File: src/rtl/uart_tx_ctrl.sv
`default_nettype none
// ============================================================================
// Module   : uart_tx_ctrl
// Brief    : UART transmit sequencer. Captures a word on Send+BaudTick and
//            serialises start bit, LSB-first data, optional parity and stop
//            bit(s), one bit per BaudTick. DoneFlag pulses at frame end.
// Options  : define UART_TX_PARITY_EN to insert the parity bit
//            (ParityType 0 = even, 1 = odd); otherwise ParityType is ignored.
// Revision : 1.0 - initial release
// ============================================================================
module uart_tx_ctrl #(
  parameter int DATA_BITS = 8,
  parameter int STOP_BITS = 1
) (
  input  logic                 Clock,
  input  logic                 ResetN,
  input  logic                 BaudTick,
  input  logic                 Send,
  input  logic [DATA_BITS-1:0] DataIn,
  input  logic                 ParityType,
  output logic                 TxOut,
  output logic                 Busy,
  output logic                 DoneFlag
);

  localparam int               CNT_W    = (DATA_BITS > 1) ? $clog2(DATA_BITS) : 1;
  localparam logic [CNT_W-1:0] LAST_BIT = CNT_W'(DATA_BITS - 1);

  typedef enum logic [2:0] {
    S_IDLE   = 3'd0,
    S_START  = 3'd1,
    S_DATA   = 3'd2,
    S_PARITY = 3'd3,
    S_STOP   = 3'd4
  } state_t;

  state_t               state_q, state_d;
  logic [DATA_BITS-1:0] shift_q, shift_d;
  logic [CNT_W-1:0]     cnt_q,   cnt_d;
  logic                 stop_q,  stop_d;   // set once the first of two stop bits has elapsed
  logic                 tx_q,    tx_d;
  logic                 busy_q,  busy_d;
  logic                 done_q,  done_d;
  logic                 last_stop;

`ifdef UART_TX_PARITY_EN
  // Parity is resolved at capture time because the shift register is
  // consumed as the data bits go out.
  logic                 par_q,   par_d;
`else
  logic                 unused_parity_type;
  assign unused_parity_type = ParityType;
`endif

  assign last_stop = (STOP_BITS == 1) || stop_q;

  // Next-state, datapath and registered-output computation
  always_comb begin
    state_d = state_q;
    shift_d = shift_q;
    cnt_d   = cnt_q;
    stop_d  = stop_q;
    done_d  = 1'b0;
`ifdef UART_TX_PARITY_EN
    par_d   = par_q;
`endif

    case (state_q)
      S_IDLE: begin
        if (BaudTick && Send) begin
          shift_d = DataIn;
`ifdef UART_TX_PARITY_EN
          par_d   = (^DataIn) ^ ParityType;
`endif
          state_d = S_START;
        end
      end
      S_START: begin
        if (BaudTick) begin
          cnt_d   = '0;
          state_d = S_DATA;
        end
      end
      S_DATA: begin
        if (BaudTick) begin
          shift_d = shift_q >> 1;
          if (cnt_q == LAST_BIT) begin
            cnt_d  = '0;
            stop_d = 1'b0;
`ifdef UART_TX_PARITY_EN
            state_d = S_PARITY;
`else
            state_d = S_STOP;
`endif
          end else begin
            cnt_d = cnt_q + CNT_W'(1);
          end
        end
      end
`ifdef UART_TX_PARITY_EN
      S_PARITY: begin
        if (BaudTick) begin
          stop_d  = 1'b0;
          state_d = S_STOP;
        end
      end
`endif
      S_STOP: begin
        if (BaudTick) begin
          if (last_stop) begin
            stop_d  = 1'b0;
            cnt_d   = '0;
            done_d  = 1'b1;
            state_d = S_IDLE;
          end else begin
            stop_d = 1'b1;
          end
        end
      end
      default: begin
        state_d = S_IDLE;
      end
    endcase

    busy_d = (state_d != S_IDLE);

    case (state_d)
      S_START:  tx_d = 1'b0;
      S_DATA:   tx_d = shift_d[0];
`ifdef UART_TX_PARITY_EN
      S_PARITY: tx_d = par_d;
`endif
      default:  tx_d = 1'b1;
    endcase
  end

  // State and output registers, cleared asynchronously to an idle line
  always_ff @(posedge Clock or negedge ResetN) begin
    if (!ResetN) begin
      state_q <= S_IDLE;
      shift_q <= '0;
      cnt_q   <= '0;
      stop_q  <= 1'b0;
      tx_q    <= 1'b1;
      busy_q  <= 1'b0;
      done_q  <= 1'b0;
`ifdef UART_TX_PARITY_EN
      par_q   <= 1'b0;
`endif
    end else begin
      state_q <= state_d;
      shift_q <= shift_d;
      cnt_q   <= cnt_d;
      stop_q  <= stop_d;
      tx_q    <= tx_d;
      busy_q  <= busy_d;
      done_q  <= done_d;
`ifdef UART_TX_PARITY_EN
      par_q   <= par_d;
`endif
    end
  end

  assign TxOut    = tx_q;
  assign Busy     = busy_q;
  assign DoneFlag = done_q;

endmodule
`default_nettype wire

File: config.mk
export PLATFORM = sky130hd
export DESIGN_NAME = uart_tx_ctrl
export DESIGN_NICKNAME = d
export VERILOG_FILES = /design/src/rtl/uart_tx_ctrl.sv
export SDC_FILE = /design/constraint.sdc
export NUM_CORES = 1
export LEC_CHECK = 0
export CORE_UTILIZATION = 45
export CTS_BUF_LIST = sky130_fd_sc_hd__clkbuf_16
export CTS_CLUSTER_SIZE = 20
export DETAILED_ROUTE_END_ITERATION = 6
export HOLD_SLACK_MARGIN = 0.06
export PLACE_DENSITY = 0.77
export SYNTH_ARGS = -nofsm -noshare
export SYNTH_HDL_FRONTEND = slang
export SYNTH_SLANG_ARGS = --single-unit
File: constraint.sdc
create_clock -name Clock -period 4 [get_ports Clock]
set_input_delay 0.8 -clock Clock [delete_from_list [all_inputs] [get_ports Clock]]
set_output_delay 0.8 -clock Clock [all_outputs]
set_load 0.03 [all_outputs]
==> results of run 1 <==
## layout make-up
| class | instances | area, sq um | share of cell area |
|---|---|---|---|
| multi-input cells | 54 | 329 | 0.330 |
| inverters | 1 | 3.75 | 0.00376 |
| flip-flops and latches | 17 | 427 | 0.427 |
| clock inverters | 1 | 3.75 | 0.00376 |
| well taps | 16 | 20.0 | 0.0201 |
| clock buffers | 3 | 75.1 | 0.0752 |
| repair buffers | 14 | 140 | 0.140 |
## registers in the layout (all words and copies together) (netlist names)
register / flops
DoneFlag: 1
Busy: 1
cnt_q: 3
shift_q: 8
TxOut: 1
state_q: 3
## worst paths after layout
path	from	endpoint	slack (ns)	cells past startpoint
worst min-delay path	shift_q[0]$_DFF_PN0_	shift_q[0]$_DFF_PN0_	0.47	2
min in group asynchronous	ResetN	DoneFlag$_DFF_PN0_	0.99	1
worst max-delay path	BaudTick	shift_q[0]$_DFF_PN0_	1.66	5
worst min register to register	shift_q[0]$_DFF_PN0_	shift_q[0]$_DFF_PN0_	0.47	2
worst max register to register	state_q[0]$_DFF_PN0_	shift_q[0]$_DFF_PN0_	2.29	4
max in group asynchronous	ResetN	state_q[0]$_DFF_PN0_	2.54	1
## worst register-to-register path: cells and delay by family, from the launching register on
family / cells / cell delay (ns)
AND/OR/NAND/NOR: 4 / 1.14
flip-flops: 1 / 0.46
## synth_stat cells (2+ instances only)
master	number
a21oi_1	8
a22o_1	3
a22oi_1	7
buf_4	2
dfrtp_1	16
ha_1	2
nand2_1	4
nand2b_1	4
nand3b_1	2
nor2_1	10
nor2b_1	3
nor3b_1	2
## power by group through the flow
| stage | clock network (uW) | registers, uW | logic, uW |
|---|---|---|---|
| 3_3_place_gp | 0 | 289 | 215 |
| 3_5_place_dp | 0 | 292 | 222 |
| 6_report | 193 | 289 | 222 |
| 2_1_floorplan | 0 | 294 | 156 |
| 5_1_grt | 206 | 300 | 252 |
| 4_1_cts | 196 | 290 | 225 |
## kinds of logic after synthesis
group | count (synthesis)
xor+xnor | 1
fa+ha+maj | 2
buf+inv | 4
simple gates | 30
compound gates | 21
flops | 17
## metrics by stage
stage / hold WS [ns] / utilization / instances
after floorplan: 0.443 / - / 75
after global placement: 0.460 / 0.590 / 102
after detailed placement: 0.471 / 0.590 / 102
after CTS: 0.482 / 0.640 / 106
after global routing: 0.513 / 0.640 / 106
final: 0.473 / 0.640 / 106
## per-layer routing
metal / GRT usage / vias up / share of wire
met4: 0.0938 / 0 / 0.025
met1: 0.247 / 276 / 0.46
met5: 0 / - / 0
li1: - / 301 / -
met2: 0.301 / 20 / 0.47
met3: 0.0500 / 4 / 0.050
==> flow_summary.json, run 1 <==
{
  "synth_top_family_by_area": "simple AND/OR/NAND/NOR gates",
  "crit_path_start_kind": "input pin",
  "p_per_area_mw_per_mm2": 705,
  "finalHoldViolCount": 0,
  "die_x_microns": 43.6,
  "cp_cell_sequence": "clkdlybuf4s50_1 -> nand2b_1 -> nor3_2 -> nand2b_1 -> nand2_1",
  "final_common_cell": "dfrtp_1",
  "crit_arrival_ns": 2.46,
  "n_fill_cell": 133,
  "fmax_mhz": 428,
  "crit_family": "simple AND/OR/NAND/NOR gates",
  "synth_seq_area_share": 0.547,
  "grt_max_degree": 18,
  "fin_area_sq_um": 998,
  "ys.flop_type": "dfrtp_1",
  "final-setup-viol-count": 0,
  "synth-compound-area-share": 0.175,
  "cts_sinks": 17,
  "worstHoldPathType": "flip-flop to flip-flop",
  "finalCriticalPeriod_ns": 2.34,
  "swShare": 0.322,
  "ys_types": 24,
  "drtIter0Drc": 11,
  "rsz0062_at_grt": "no",
  "synth-xor-area-share": 0.0112,
  "yosysWarnings": 0,
  "grt_overflow": 0,
  "syn_inst": 75,
  "power_switching_uw": 227,
  "clock_latency_ns": 0.25,
  "initial_core_util": 0.500,
  "port-buffer-count": 14,
  "cts.path.max_buffers": 2,
  "cts_tree": "built",
  "grt_use_total": 0.192,
  "place_ws_ns": 1.40,
  "setup_slack_ns": 1.66,
  "place.gp.congestion": 0.738,
  "crit_slowest_cell": "nor3_2",
  "cts_buffers": 3,
  "synth_area_leaders": "dfrtp_1, a22oi_1, a21oi_1",
  "synth_edf_count": 0,
  "grt_pass1_wl_mm": 2.57,
  "tightest_slew_ns": 0.756,
  "grt_pass1_vias": 573,
  "intPower_uw": 477,
  "postCtsResizedCells": 0,
  "critical_path.endpoint_type": "flip-flop",
  "synth.avg_cell_area_sq_um": 10.4,
  "row_count": 14,
  "final_cell_mix": "dfrtp_1, clkdlybuf4s50_1, nor2_1",
  "path_buf_inv": 1,
  "die_h_microns": 43.6,
  "clkPwrFrac": 0.274,
  "drv_slew": 0,
  "skew_ns": 0.00479,
  "place_area_sq_um": 920,
  "dp_hpwl_mm": 1.01,
  "ant_nets": 0,
  "ir_drop_mv": 0.364,
  "pwr-share-seq": 0.410,
  "coreArea_sq_mm": 0.00156,
  "final.setup.tns_ns": 0,
  "async_reset_ff_frac": 1.00,
  "power.total_uw": 704,
  "num_antenna_cells": 0,
  "yosys.area_share.simple": 0.204,
  "drcViolationCount": 1,
  "outcome": "finished with violations",
  "dieArea_sq_mm": 0.00190,
  "drive_gt1_frac": 0.0556,
  "drt_pass1_iterations": 6,
  "cts_max_level": 1,
  "ys_seq_elements": 17,
  "critical_path_peak_fanout": 14,
  "syn_nets": 90,
  "yosysTopAreaCellShare": 0.514,
  "path_clk_slew_ns": 0.05,
  "finalCritPeriodShare": 0.584,
  "cts_root_buffer": "clkbuf_16",
  "muxShareOfSynthArea": 0,
  "vias": 601,
  "antenna_found_initial": 0,
  "post_cts_buffers": 0,
  "slew_headroom": 0.493,
  "power.share.combinational": 0.316,
  "nNetsFinal": 106,
  "syn_area_sq_um": 779,
  "synth_fa_ha_area_frac": 0.0321,
  "wl_mm": 1.45,
  "crit_required_ns": 4.12,
  "syn_to_final_growth_pct": 28.1,
  "cts_hold_buf": 0,
  "path_class": "input pin to flip-flop",
  "yosysTopAreaCell": "dfrtp_1",
  "violations": "DRC",
  "p_leak_uw": 0.000433,
  "wl_per_cell_microns": 13.6,
  "cpMostUsedCell": "nand2b_1",
  "drv_cap": 0,
  "vias_per_cell": 5.67,
  "cpPeakStageDelay_ns": 0.64,
  "io_pins": 16
}
(Power assumes the default switching activity.)
==> run 2, diff against run 1 <==
--- a/config.mk
+++ b/config.mk
@@ -5,7 +5,7 @@
 export SDC_FILE = /design/constraint.sdc
 export NUM_CORES = 1
 export LEC_CHECK = 0
-export CORE_UTILIZATION = 45
+export CORE_UTILIZATION = 43
 export CTS_BUF_LIST = sky130_fd_sc_hd__clkbuf_16
 export CTS_CLUSTER_SIZE = 20
 export DETAILED_ROUTE_END_ITERATION = 6
==> constraint.sdc (replaced) <==
create_clock -name Clock -period 1.9 [get_ports Clock]
set_input_delay 0.38 -clock Clock [delete_from_list [all_inputs] [get_ports Clock]]
set_output_delay 0.38 -clock Clock [all_outputs]
set_load 0.03 [all_outputs]
==> run 2 against run 1 <==
Effect of this change: the run now ends clean; register-to-register slack got worse by 2.0 ns; total power increased by 110%; wire length increased by 4.3%; critical path type is now flip-flop to primary output; sequential power increased by 110%; combinational power increased by 120%; cell area increased by 4.1%; global-route usage decreased by 1.8 points; die area increased by 4.4%.
==> flow_summary.json, run 2 (synthesis results as in run 1) <==
{
  "die_h_microns": 44.6,
  "critical_path.endpoint_type": "primary output",
  "power.total_uw": 1510,
  "reg_top3": "shift_q (8), cnt_q (3), state_q (3)",
  "syn_to_final_growth_pct": 33.4,
  "cts_buffers": 3,
  "worstHoldPathType": "input pin to async pin",
  "io_pins": 16,
  "path_class": "flip-flop to primary output",
  "register_area_sq_um": 427,
  "cpPeakStageDelay_ns": 0.65,
  "vias": 619,
  "path_clk_slew_ns": 0.05,
  "finalCriticalPeriod_ns": 1.79,
  "coreArea_sq_mm": 0.00171,
  "power_switching_uw": 492,
  "cts.path.max_buffers": 2,
  "ir_drop_mv": 0.597,
  "final-setup-viol-count": 0,
  "cts_tree": "built",
  "grt_max_degree": 14,
  "initial_core_util": 0.456,
  "final_cell_mix": "dfrtp_1, clkdlybuf4s50_1, nor2_1",
  "crit_path_start_kind": "flip-flop",
  "worstSetupStartpoint": "TxOut$_DFF_PN1_",
  "r2r_end": "Busy$_DFF_PN0_",
  "intPower_uw": 1020,
  "finalHoldViolCount": 0,
  "hold_ws_ns": 0.462,
  "multi_input_area_sq_um": 329,
  "cts_root_buffer": "clkbuf_16",
  "skew_ns": 0.00110,
  "final.setup.tns_ns": 0,
  "row_count": 15,
  "clkPwrFrac": 0.271,
  "crit_arrival_ns": 1.41,
  "dieArea_sq_mm": 0.00199,
  "pwr-share-seq": 0.407,
  "cts_sinks": 17,
  "endpoint": "TxOut",
  "crit_family": "buffers and inverters",
  "p_per_area_mw_per_mm2": 1450,
  "clock_latency_ns": 0.25,
  "postCtsResizedCells": 0,
  "rrSetupSlack_ns": 0.27,
  "dp_hpwl_mm": 1.07,
  "drtIter0Drc": 16,
  "cts_hold_buf": 0,
  "critical_path_depth": 1,
  "cts_max_level": 1,
  "path_buf_inv": 1,
  "wl_per_cell_microns": 12.7,
  "reg2regPathDepth": 6,
  "num_antenna_cells": 0,
  "nNetsFinal": 110,
  "swShare": 0.326,
  "fmax_mhz": 560,
  "drive_gt1_frac": 0.0957,
  "regMostFlops": "shift_q",
  "largest_reg_flops": 8,
  "grt_pass1_vias": 598,
  "antenna_found_initial": 0,
  "grt_use_total": 0.175,
  "port-buffer-count": 14,
  "die_x_microns": 44.6,
  "post_cts_buffers": 0,
  "drcViolationCount": 0,
  "slew_headroom": 0.677,
  "grt_overflow": 0,
  "grt_pass1_wl_mm": 2.44,
  "cp_cell_sequence": "clkdlybuf4s50_1",
  "crit_slowest_cell": "clkdlybuf4s50_1",
  "drt_pass1_iterations": 4,
  "ant_nets": 0,
  "outcome": "complete, no violations",
  "tightest_slew_ns": 0.483,
  "power.share.combinational": 0.322,
  "vias_per_cell": 5.20,
  "n_fill_cell": 136,
  "p_leak_uw": 0.000453,
  "wl_mm": 1.51,
  "crit_required_ns": 1.52,
  "drv_slew": 0,
  "critical_path_peak_fanout": 1,
  "final_common_cell": "dfrtp_1",
  "place.gp.congestion": 0.758,
  "drv_cap": 0,
  "finalCritPeriodShare": 0.940,
  "r2r-start": "cnt_q[0]$_DFFE_PN0P_",
  "rsz0062_at_grt": "no"
}
## run 2: cell count changes in the layout (fill, tap and decap cells not counted), sizes merged
cell,delta
buf,+4
## run 2: metal layers
layer / up-vias / track usage / part of all wire
met4: 0 / 0.0970 / 0.025
met2: 25 / 0.276 / 0.48
met3: 4 / 0.0490 / 0.059
met5: - / 0 / 0
met1: 286 / 0.214 / 0.44
li1: 304 / - / -
## run 2: worst min-delay path by stage
stage	from	end	slack [ns]	cells past startpoint
2_1_floorplan	ResetN	Busy$_DFF_PN0_	0.08	0
3_3_place_gp	shift_q[0]$_DFF_PN0_	shift_q[0]$_DFF_PN0_	0.46	2
3_5_place_dp	shift_q[0]$_DFF_PN0_	shift_q[0]$_DFF_PN0_	0.49	2
4_1_cts	ResetN	state_q[0]$_DFF_PN0_	0.49	1
5_1_grt	ResetN	DoneFlag$_DFF_PN0_	0.51	1
6_report	ResetN	state_q[0]$_DFF_PN0_	0.46	1
## run 2: layout make-up
cell class,count,share of cell area
clock inverter,1,0.00361
multi-input combinational,54,0.316
tap,25,0.0301
sequential,17,0.410
timing repair buffer,18,0.164
inverter,1,0.00361
clock buffer,3,0.0722
## run 2: power by group through the flow
| stage | combinational, uW | clock [uW] | sequential [uW] |
|---|---|---|---|
| after global routing | 541 | 437 | 627 |
| after floorplan | 329 | 0 | 619 |
| after global placement | 468 | 0 | 607 |
| final | 486 | 410 | 614 |
| after detailed placement | 482 | 0 | 615 |
| after CTS | 488 | 420 | 612 |
## run 2: stage by stage
step	utilization	setup slack (ns)	cells	instance area, sq um
6_report	0.609	0.114	119	1040
5_1_grt	0.609	0.0809	119	1040
4_1_cts	0.609	0.106	119	1040
3_5_place_dp	0.563	0.119	115	961
3_3_place_gp	0.563	0.135	115	961
2_1_floorplan	-	0.429	75	779
